`config.mk`:
```
export PLATFORM = sky130hd
export DESIGN_NAME = fir_interp_cfg_ctrl
export DESIGN_NICKNAME = d
export VERILOG_FILES = /design/src/rtl/fir_cfg_pkg.sv /design/src/rtl/cfg_timeout_cnt.sv /design/src/rtl/fir_interp_cfg_ctrl.sv
export SDC_FILE = /design/constraint.sdc
export NUM_CORES = 1
export LEC_CHECK = 0
export BUFFER_PORTS_ARGS = -buffer_cell sky130_fd_sc_hd__buf_4
export CAP_MARGIN = 25
export CORE_MARGIN = 5
export CORE_UTILIZATION = 55
export CTS_BUF_LIST = sky130_fd_sc_hd__clkbuf_4
export DETAILED_ROUTE_END_ITERATION = 7
export PLACE_DENSITY = 0.84
export SLEW_MARGIN = 20
export SYNTH_ARGS = -nofsm -noshare
export SYNTH_HDL_FRONTEND = slang
export SYNTH_HIERARCHICAL = 1
export SYNTH_SLANG_ARGS = --single-unit
```
`constraint.sdc`:
```
create_clock -name clk -period 5.3 [get_ports clk]
set_input_delay 0.795 -clock clk [delete_from_list [all_inputs] [get_ports clk]]
set_output_delay 0.795 -clock clk [all_outputs]
set_load 0.02 [all_outputs]
```
`src/rtl/fir_cfg_pkg.sv`:
```
// Shared types and constants for the fir_interpolator configuration sequencer.
// Holds the state encoding, coefficient-count helpers and div legality bounds.
package fir_cfg_pkg;

    typedef enum logic [1:0] {
        IDLE,
        DRAIN,
        LOAD,
        SETTLE
    } cfg_state_e;

    localparam int ORD_DEF = 255;
    localparam int M_DEF   = 8;
    localparam int NCOEF   = (ORD_DEF + 1) / 2;
    localparam int DIV_MIN = 1;
    localparam int DIV_MAX = M_DEF / 2;

    function automatic int ncoef_of(input int ord);
        return (ord + 1) / 2;
    endfunction

    function automatic int addr_w(input int n);
        return (n > 1) ? $clog2(n) : 1;
    endfunction

    function automatic int div_max_of(input int m);
        return m / 2;
    endfunction

endpackage

```
`src/rtl/cfg_timeout_cnt.sv`:
```
// Loadable down-counter with an expire flag; shared for drain/timeout/settle.
// Ports: clk, rst, load/load_val reload, en decrements, expired when zero.
module cfg_timeout_cnt #(
    parameter int W = 10
) (
    input  logic         clk,
    input  logic         rst,
    input  logic         load,
    input  logic [W-1:0] load_val,
    input  logic         en,
    output logic         expired
);

    logic [W-1:0] cnt;

    always_ff @(posedge clk) begin
        if (rst) begin
            cnt <= '0;
        end else if (load) begin
            cnt <= load_val;
        end else if (en && (cnt != '0)) begin
            cnt <= cnt - W'(1);
        end
    end

    assign expired = (cnt == '0);

endmodule

```
`src/rtl/fir_interp_cfg_ctrl.sv`:
```
// Sequencer that closes the sample path, drains, loads coefficients, reopens.
// Ports: cfg_* control, coef_* host stream, s_* samples, fir_* interpolator.
module fir_interp_cfg_ctrl
    import fir_cfg_pkg::*;
#(
    parameter int ORD         = ORD_DEF,
    parameter int M           = M_DEF,
    parameter int COEFF_SIZE  = 16,
    parameter int SAMPLE_SIZE = 16,
    parameter int DRAIN_CYC   = 800,
    parameter int TIMEOUT     = 1023
) (
    input  logic                            clk,
    input  logic                            rst,
    input  logic                            cfg_start,
    input  logic [$clog2(M/2+1)-1:0]        cfg_div,
    output logic                            cfg_busy,
    output logic                            cfg_done,
    output logic                            cfg_err,
    input  logic                            coef_valid,
    output logic                            coef_ready,
    input  logic [COEFF_SIZE-1:0]           coef_data,
    input  logic                            s_valid,
    output logic                            s_ready,
    input  logic [SAMPLE_SIZE-1:0]          s_data,
    output logic                            fir_valid_in,
    output logic [SAMPLE_SIZE-1:0]          fir_din,
    output logic [$clog2(M/2+1)-1:0]        fir_div,
    output logic                            fir_c_we,
    output logic [addr_w(ncoef_of(ORD))-1:0] fir_c_addr,
    output logic [COEFF_SIZE-1:0]           fir_c_in
);

    localparam int NC   = ncoef_of(ORD);
    localparam int AW   = addr_w(NC);
    localparam int DW   = $clog2(M/2+1);
    localparam int CMAX = (DRAIN_CYC > TIMEOUT) ? DRAIN_CYC : TIMEOUT;
    localparam int CW   = $clog2(CMAX + 1);

    cfg_state_e    state, state_n;
    logic [DW-1:0] div_lat;
    logic [AW-1:0] beat_idx;
    logic          load_ok;
    logic          hs, last_beat, div_ok;
    logic          cnt_load, cnt_en, cnt_exp;
    logic [CW-1:0] cnt_val;
    logic          err_n, done_n, start_ok;

    assign s_ready      = (state == IDLE);
    assign fir_valid_in = s_valid && s_ready;
    assign fir_din      = s_data;
    assign cfg_busy     = (state != IDLE);
    assign coef_ready   = (state == LOAD);
    assign hs           = coef_valid && coef_ready;
    assign last_beat    = (beat_idx == AW'(NC - 1));
    assign div_ok       = (cfg_div >= DW'(DIV_MIN)) &&
                          (cfg_div <= DW'(div_max_of(M)));

    cfg_timeout_cnt #(.W(CW)) u_cnt (
        .clk      (clk),
        .rst      (rst),
        .load     (cnt_load),
        .load_val (cnt_val),
        .en       (cnt_en),
        .expired  (cnt_exp)
    );

    always_ff @(posedge clk) begin
        if (rst) state <= IDLE;
        else     state <= state_n;
    end

    // One counter serves every timed phase; it is reloaded on each entry.
    always_comb begin
        state_n  = state;
        cnt_load = 1'b0;
        cnt_val  = '0;
        cnt_en   = 1'b0;
        err_n    = 1'b0;
        done_n   = 1'b0;
        start_ok = 1'b0;
        unique case (state)
            IDLE: begin
                if (cfg_start) begin
                    if (div_ok) begin
                        start_ok = 1'b1;
                        state_n  = DRAIN;
                        cnt_load = 1'b1;
                        cnt_val  = CW'(DRAIN_CYC - 1);
                    end else begin
                        err_n = 1'b1;
                    end
                end
            end
            DRAIN: begin
                if (cnt_exp) begin
                    state_n  = LOAD;
                    cnt_load = 1'b1;
                    cnt_val  = CW'(TIMEOUT - 1);
                end else begin
                    cnt_en = 1'b1;
                end
            end
            LOAD: begin
                if (hs) begin
                    cnt_load = 1'b1;
                    if (last_beat) begin
                        state_n = SETTLE;
                        cnt_val = CW'(1);
                    end else begin
                        cnt_val = CW'(TIMEOUT - 1);
                    end
                end else if (cnt_exp) begin
                    state_n  = SETTLE;
                    err_n    = 1'b1;
                    cnt_load = 1'b1;
                    cnt_val  = CW'(1);
                end else begin
                    cnt_en = 1'b1;
                end
            end
            SETTLE: begin
                if (cnt_exp) begin
                    state_n = IDLE;
                    done_n  = load_ok;
                end else begin
                    cnt_en = 1'b1;
                end
            end
            default: state_n = IDLE;
        endcase
    end

    always_ff @(posedge clk) begin
        if (rst) begin
            fir_c_we   <= 1'b0;
            fir_c_addr <= '0;
            fir_c_in   <= '0;
            fir_div    <= DW'(1);
            div_lat    <= DW'(1);
            beat_idx   <= '0;
            load_ok    <= 1'b0;
            cfg_err    <= 1'b0;
            cfg_done   <= 1'b0;
        end else begin
            fir_c_we <= hs;
            cfg_err  <= err_n;
            cfg_done <= done_n;
            if (hs) begin
                fir_c_addr <= beat_idx;
                fir_c_in   <= coef_data;
                beat_idx   <= beat_idx + AW'(1);
                if (last_beat) load_ok <= 1'b1;
            end
            if (start_ok) begin
                div_lat <= cfg_div;
                load_ok <= 1'b0;
            end
            // div only changes once the pipeline is empty.
            if (state == DRAIN && cnt_exp) begin
                fir_div  <= div_lat;
                beat_idx <= '0;
            end
        end
    end

endmodule

```
---- Yosys cells after proc, flatten, opt, wreduce, memory -nomap -nowiden ----
Index checks and enable logic that the tools add are counted.
word-level totals
  logic and storage cells ................. 73
  input port bits ......................... 40
  output and inout port bits .............. 49
  register bits ........................... 52
operators by class
  $add $sub $neg .......................... 2
  equality and inequality tests ........... 10
  multiplexer cells ....................... 30
  reduce and logical (&&, ||, !) cells .... 16
  bitwise logic cells ..................... 2
  magnitude comparators ................... 2
operators with widths
  cell                                                                number
  two-way mux 10 bit                                                  7
  case mux 10 bit (3 select lines)                                    1
  two-way mux 2 bit                                                   7
  two-way mux 1 bit                                                   11
  zero test 10 bit                                                    1
  nonzero test 10 bit                                                 1
  subtractor 10 x 1 -> 10 bit (second input constant)                 1
  case mux 2 bit (4 select lines)                                     1
  adder 7 x 1 -> 7 bit (second input constant)                        1
  equality test 7 bit (second input constant)                         1
  inequality test 2 bit (second input constant)                       3
  AND reduction 6 bit                                                 1
  OR reduction 2 bit                                                  3
  logical AND 1 bit                                                   5
  equality test 2 bit (second input constant)                         2
  case mux 1 bit (2 select lines)                                     2
  nonzero test 2 bit                                                  2
  greater-or-equal comparator 3 x 1 -> 1 bit (second input constant)  1
  <= comparator 3 bit (second input constant)                         1
  inequality test 3 x 1 -> 1 bit (second input constant)              1
  inequality test 3 x 2 -> 1 bit (second input constant)              1
  case mux 1 bit (3 select lines)                                     1
  OR reduction 3 bit                                                  1
  equality test 2 x 1 -> 1 bit (second input constant)                1
  4 further kinds                                                     5

---- Depth between registers and ports, before layout ----
  depth in word-level cells ............... 7
  depth in mapped cells ................... 12
  depth with buffers taken out ............ 10

---- Hierarchy ----
The synthesis kept the hierarchy.
modules (own cells, without submodules)
  module               area each (sq um)  sequential area each (sq um)  cells each  times used
  fir_interp_cfg_ctrl  1,853.0            840.8                         224         1
  cfg_timeout_cnt      651.9              200.2                         76          1

---- Worst setup path after synthesis ----
OpenSTA, ideal clock, no wires.
  kind .................................... flip-flop to flip-flop
  start point ............................. reg u_cnt.cnt[0]
  end point ............................... reg u_cnt.cnt[1]
  library setup time ...................... 79 ps
  setup slack ............................. 2,719 ps
  clock period less this slack ............ 2,581 ps
  stages on the path, launching flop included .. 12
  arrival ................................. 2,501 ps
  required time ........................... 5,221 ps
  path buffers ............................ 1
  path through ............................ dfxtp_1 inv_1 ha_1 nor4b_4 and3_2 clkbuf_1 o21ba_2 nor2b_1 inv_1 a31oi_2 mux2_4 a211oi_2
between the ends
  longest elaborated chain between the ends .. 6
  elaborated cells on any way between the ends .. 15
  those cells by class .................... add/sub (1); mux (10); reduce/logical (4)
ends and longest elaborated chain
  element                                RTL line                                                                           source
  from (decl)                            cfg_timeout_cnt.sv:14                                                              logic [W-1:0] cnt;
  from (signal assigned)                 cfg_timeout_cnt.sv:20                                                              cnt <= load_val;
  from (signal assigned)                 cfg_timeout_cnt.sv:22                                                              cnt <= cnt - W'(1);
  zero test 10 bit *                     cfg_timeout_cnt.sv:26                                                              assign expired = (cnt == '0);
  net cnt_exp                            fir_interp_cfg_ctrl.sv:45                                                          logic cnt_load, cnt_en, cnt_exp;
  two-way mux 1 bit *                    fir_interp_cfg_ctrl.sv:96, fir_interp_cfg_ctrl.sv:113, fir_interp_cfg_ctrl.sv:123
  two-way mux 1 bit                      fir_interp_cfg_ctrl.sv:105                                                         if (hs) begin
  case mux 1 bit (2 select lines) *      fir_interp_cfg_ctrl.sv:82                                                          unique case (state)
  net cnt_en                             fir_interp_cfg_ctrl.sv:45
  logical AND 1 bit *                    cfg_timeout_cnt.sv:21                                                              end else if (en && (cnt != '0)) begin
  nonzero test 2 bit (no source line) *  -
Mark *: on every way through the listed nets, which the timed path passes. The rest lies on a longest branch. The select of a mux whose other input is x is not followed.
A chain may end at the register's enable or synchronous reset.

---- Worst setup path in the final report ----
  start point ............................. reg state[0]
  end point ............................... reg u_cnt.cnt[6]
between the ends
  elaborated cells on any way between the ends .. 15
  those cells by class .................... eq/ne (3); mux (7); reduce/logical (5)
RTL lines
  element                                                   RTL line                                              source
  from (decl)                                               fir_interp_cfg_ctrl.sv:40                             cfg_state_e state, state_n;
  from (signal assigned)                                    fir_interp_cfg_ctrl.sv:70                             else state <= state_n;
  equality test 2 bit                                       fir_interp_cfg_ctrl.sv:53, fir_interp_cfg_ctrl.sv:82
  logical AND 1 bit                                         fir_interp_cfg_ctrl.sv:54                             assign hs = coef_valid && coef_ready;
  two-way mux 1 bit                                         fir_interp_cfg_ctrl.sv:105
  case mux 1 bit (3 select lines) *                         fir_interp_cfg_ctrl.sv:82
  net cnt_load                                              fir_interp_cfg_ctrl.sv:45
  two-way mux 10 bit or nonzero test 2 bit (tied branches)  -
Mark *: on every way through the listed nets, which the timed path passes. The rest lies on a longest branch.

==> results.sh <==
export IMPL_drt_iter0_markers=151
export IMPL_cts_tree="done"
export IMPL_boundaryPins=89
export IMPL_mostFrequentLayoutCell="nand2_1"
export IMPL_hpwlAfterDp_um=3730
export IMPL_synth_area_leaders="dfxtp_1 (42%), nand2_1 (8.7%), a21oi_1 (7.8%)"
export IMPL_tightestPinTransition_ns=0.994
export IMPL_hold_buffers=0
export IMPL_num_antenna_cells=0
export IMPL_cp_common_cell="a21oi_1"
export IMPL_worst_path_buf_inv=2
export IMPL_synthDistinctLibCells=52
export IMPL_die_x_um=77.5
export IMPL_status="finished clean"
export IMPL_critical_path_class="reg -> reg"
export IMPL_hold_viol_final=0
export IMPL_fmaxAchievable_mhz=290
export IMPL_netlist_instances=300
export IMPL_path_cells="inv_1 > ha_1 > and2_1 > o22ai_1 > a21oi_1 > inv_1 > and3_1 > a21oi_1 > a21oi_1"
export IMPL_slew_violations=0
export IMPL_fp_dieH_um=77.5
export IMPL_ctsLongestPathBuffers=2
export IMPL_async_reset_ff_share_pct=0
export IMPL_n_fill_cell=372
export IMPL_hp_class="reg -> reg"
export IMPL_antenna_found_initial=0
export IMPL_finalCritPeriodShare_pct=65.1
export IMPL_max_cap_viol_count=0
export IMPL_p_leak_nw=1.15
export IMPL_synth_edf_count=0
export IMPL_coreArea_mm2=0.00438
export IMPL_slew_headroom_pct=33.8
export IMPL_grt_usage_pct=17.7
export IMPL_grt_pass1_wl_um=9080
export IMPL_endpoint_kind="flip-flop"
export IMPL_num_nets_final=379
export IMPL_yosys_most_used_dff="dfxtp_1"
export IMPL_rows=24
export IMPL_critPathMaxStageDelay_ns=0.82
export IMPL_power_mw=1.18
export IMPL_initial_core_util_pct=57.1
export IMPL_cts_sinks=52
export IMPL_fin_crit_ns=3.45
export IMPL_start_kind="flip-flop"
export IMPL_areaGrowthSynthToFinish_pct=14.3
export IMPL_clk_pin_slew_ns=0.15
export IMPL_cts_resized=0
export IMPL_synth_largest_area_cell="dfxtp_1"
export IMPL_avgRoutedWirePerCell_um=13.8
export IMPL_ir_drop_uv=274
export IMPL_ys_seq_area_share_pct=41.6
export IMPL_cp_data_arrival_time_ns=3.69
export IMPL_critical_path_slowest_cell="and2_1"
export IMPL_syn_area_mm2=0.00250
export IMPL_dieArea_mm2=0.00600
export IMPL_via_count=2137
export IMPL_skew_ns=0.0113
export IMPL_root_buffer="clkbuf_4"
export IMPL_avgSynthCellArea_um2=8.35
export IMPL_rsz0062_at_grt="false"
export IMPL_overflow=0
export IMPL_setup_violations=0
export IMPL_dr_pass1_iters=4
export IMPL_yosysWarnings=6
export IMPL_cts_buffers=5
export IMPL_synth_nets=347
export IMPL_insertion_delay_ns=0.36
export IMPL_seq_area_mm2=0.00104
export IMPL_multiInputGateArea_mm2=0.00123
export IMPL_wl_um=5300
export IMPL_drive_gt1_share_pct=22.5
export IMPL_viasPerCell=5.55
export IMPL_port_buffers=56
export IMPL_place_gp_congestion=0.870
export IMPL_grt_max_degree=49
export IMPL_tns_ns=0
export IMPL_cellPowerDensity_mw_per_mm2=412
export IMPL_grt_pass1_vias=1978
export IMPL_path_max_fanout=30
export IMPL_ys_ff_latch=52
export IMPL_cts_setup_buffers=0
export IMPL_synth_top_area_share_pct=41.6
export IMPL_ant_nets=0
export IMPL_htreeDepth=2
export IMPL_cp_top_family="simple AND/OR/NAND/NOR gates"
export IMPL_layout_cells_most_common_list="nand2_1 (58), buf_4 (56), dfxtp_1 (52)"
export IMPL_crit_required_ns=5.54
export IMPL_drcViolationCount=0
==> final timing paths <==
path	from	end	slack, ns	cells after the start
hold reg to reg	fir_c_in[7]	fir_c_in[7]	0.46	2
setup / recovery	state[0]	u_cnt/cnt[6]	1.85	9
setup reg to reg	state[0]	u_cnt/cnt[6]	1.85	9
hold / removal	fir_c_in[7]	fir_c_in[7]	0.46	2
==> power by group <==
part	leakage, nW	internal (mW)	total, mW	switching, mW
combinational	0.701	0.207	0.505	0.297
sequential	0.421	0.440	0.491	0.0515
clock	0.0319	0.0582	0.184	0.126
==> per-layer routing <==
metal | track usage (%) | vias up | part of all wire (%)
li1 | - | 1080 | -
met1 | 22.0 | 969 | 43
met2 | 29.1 | 77 | 48
met3 | 4.86 | 11 | 8.2
met4 | 7.04 | 0 | 1.5
met5 | 0 | - | 0
==> cells by family after synthesis <==
kind of cell | share of synthesized area, %
mux | 3.00
simple gates | 24.1
xor+xnor | 2.10
buf+inv | 9.19
compound gates | 16.5
fa+ha+maj | 3.50
flops | 41.6
==> flip-flops by register name (all words and copies together) (netlist names) <==
register / count
fir_c_in: 16
fir_c_addr: 7
div_lat: 3
u_cnt/cnt: 10
fir_div: 3
state: 2
fir_c_we: 1
load_ok: 1
beat_idx: 7
cfg_done: 1
cfg_err: 1
==> metrics by stage <==
stage                     area [um2]  utilization, %  hold WS [ns]  worst slack [ns]  instances
after CTS                       2860            65.3         0.466              1.88        385
after global placement          2800            63.9         0.442              1.80        377
final                           2860            65.3         0.464              1.85        385
after global routing            2860            65.3         0.483              1.57        385
after detailed placement        2800            63.9         0.447              1.79        377
after floorplan                 2500               -         0.443              2.72        300
==> Yosys cell counts, types with 2 or more instances <==
master	number
a31oi_1	4
a21oi_1	39
buf_2	4
nand4_1	2
nand2_1	58
a211o_1	2
clkbuf_1	9
xor2_1	2
nor3_1	5
nor2_1	17
o21ai_0	2
o21ai_1	2
a211oi_1	3
dfxtp_1	52
and2_1	2
mux2i_1	6
inv_1	11
nand3_1	6
ha_1	7
a221oi_1	2
and3b_1	2
or3_1	4
buf_4	16
and3_1	5
nor2b_1	4
nand2b_1	5
xnor2_1	4
==> layout make-up <==
cell class | count | area share (%)
clock inverter | 2 | 0.568
sequential | 52 | 36.4
clock buffer | 6 | 1.57
timing repair buffer | 56 | 14.7
tap | 52 | 2.27
inverter | 11 | 1.44
multi-input combinational | 206 | 43.1
==> worst reg2reg max path, stage by stage, from the launching register on <==
cell and delay, ns:
dfxtp_1 0.39, inv_1 0.12, ha_1 0.27, and2_1 0.82, o22ai_1 0.19, a21oi_1 0.70, inv_1 0.36, and3_1 0.28
a21oi_1 0.12, a21oi_1 0.08
Power figures use the tool's default switching activity.
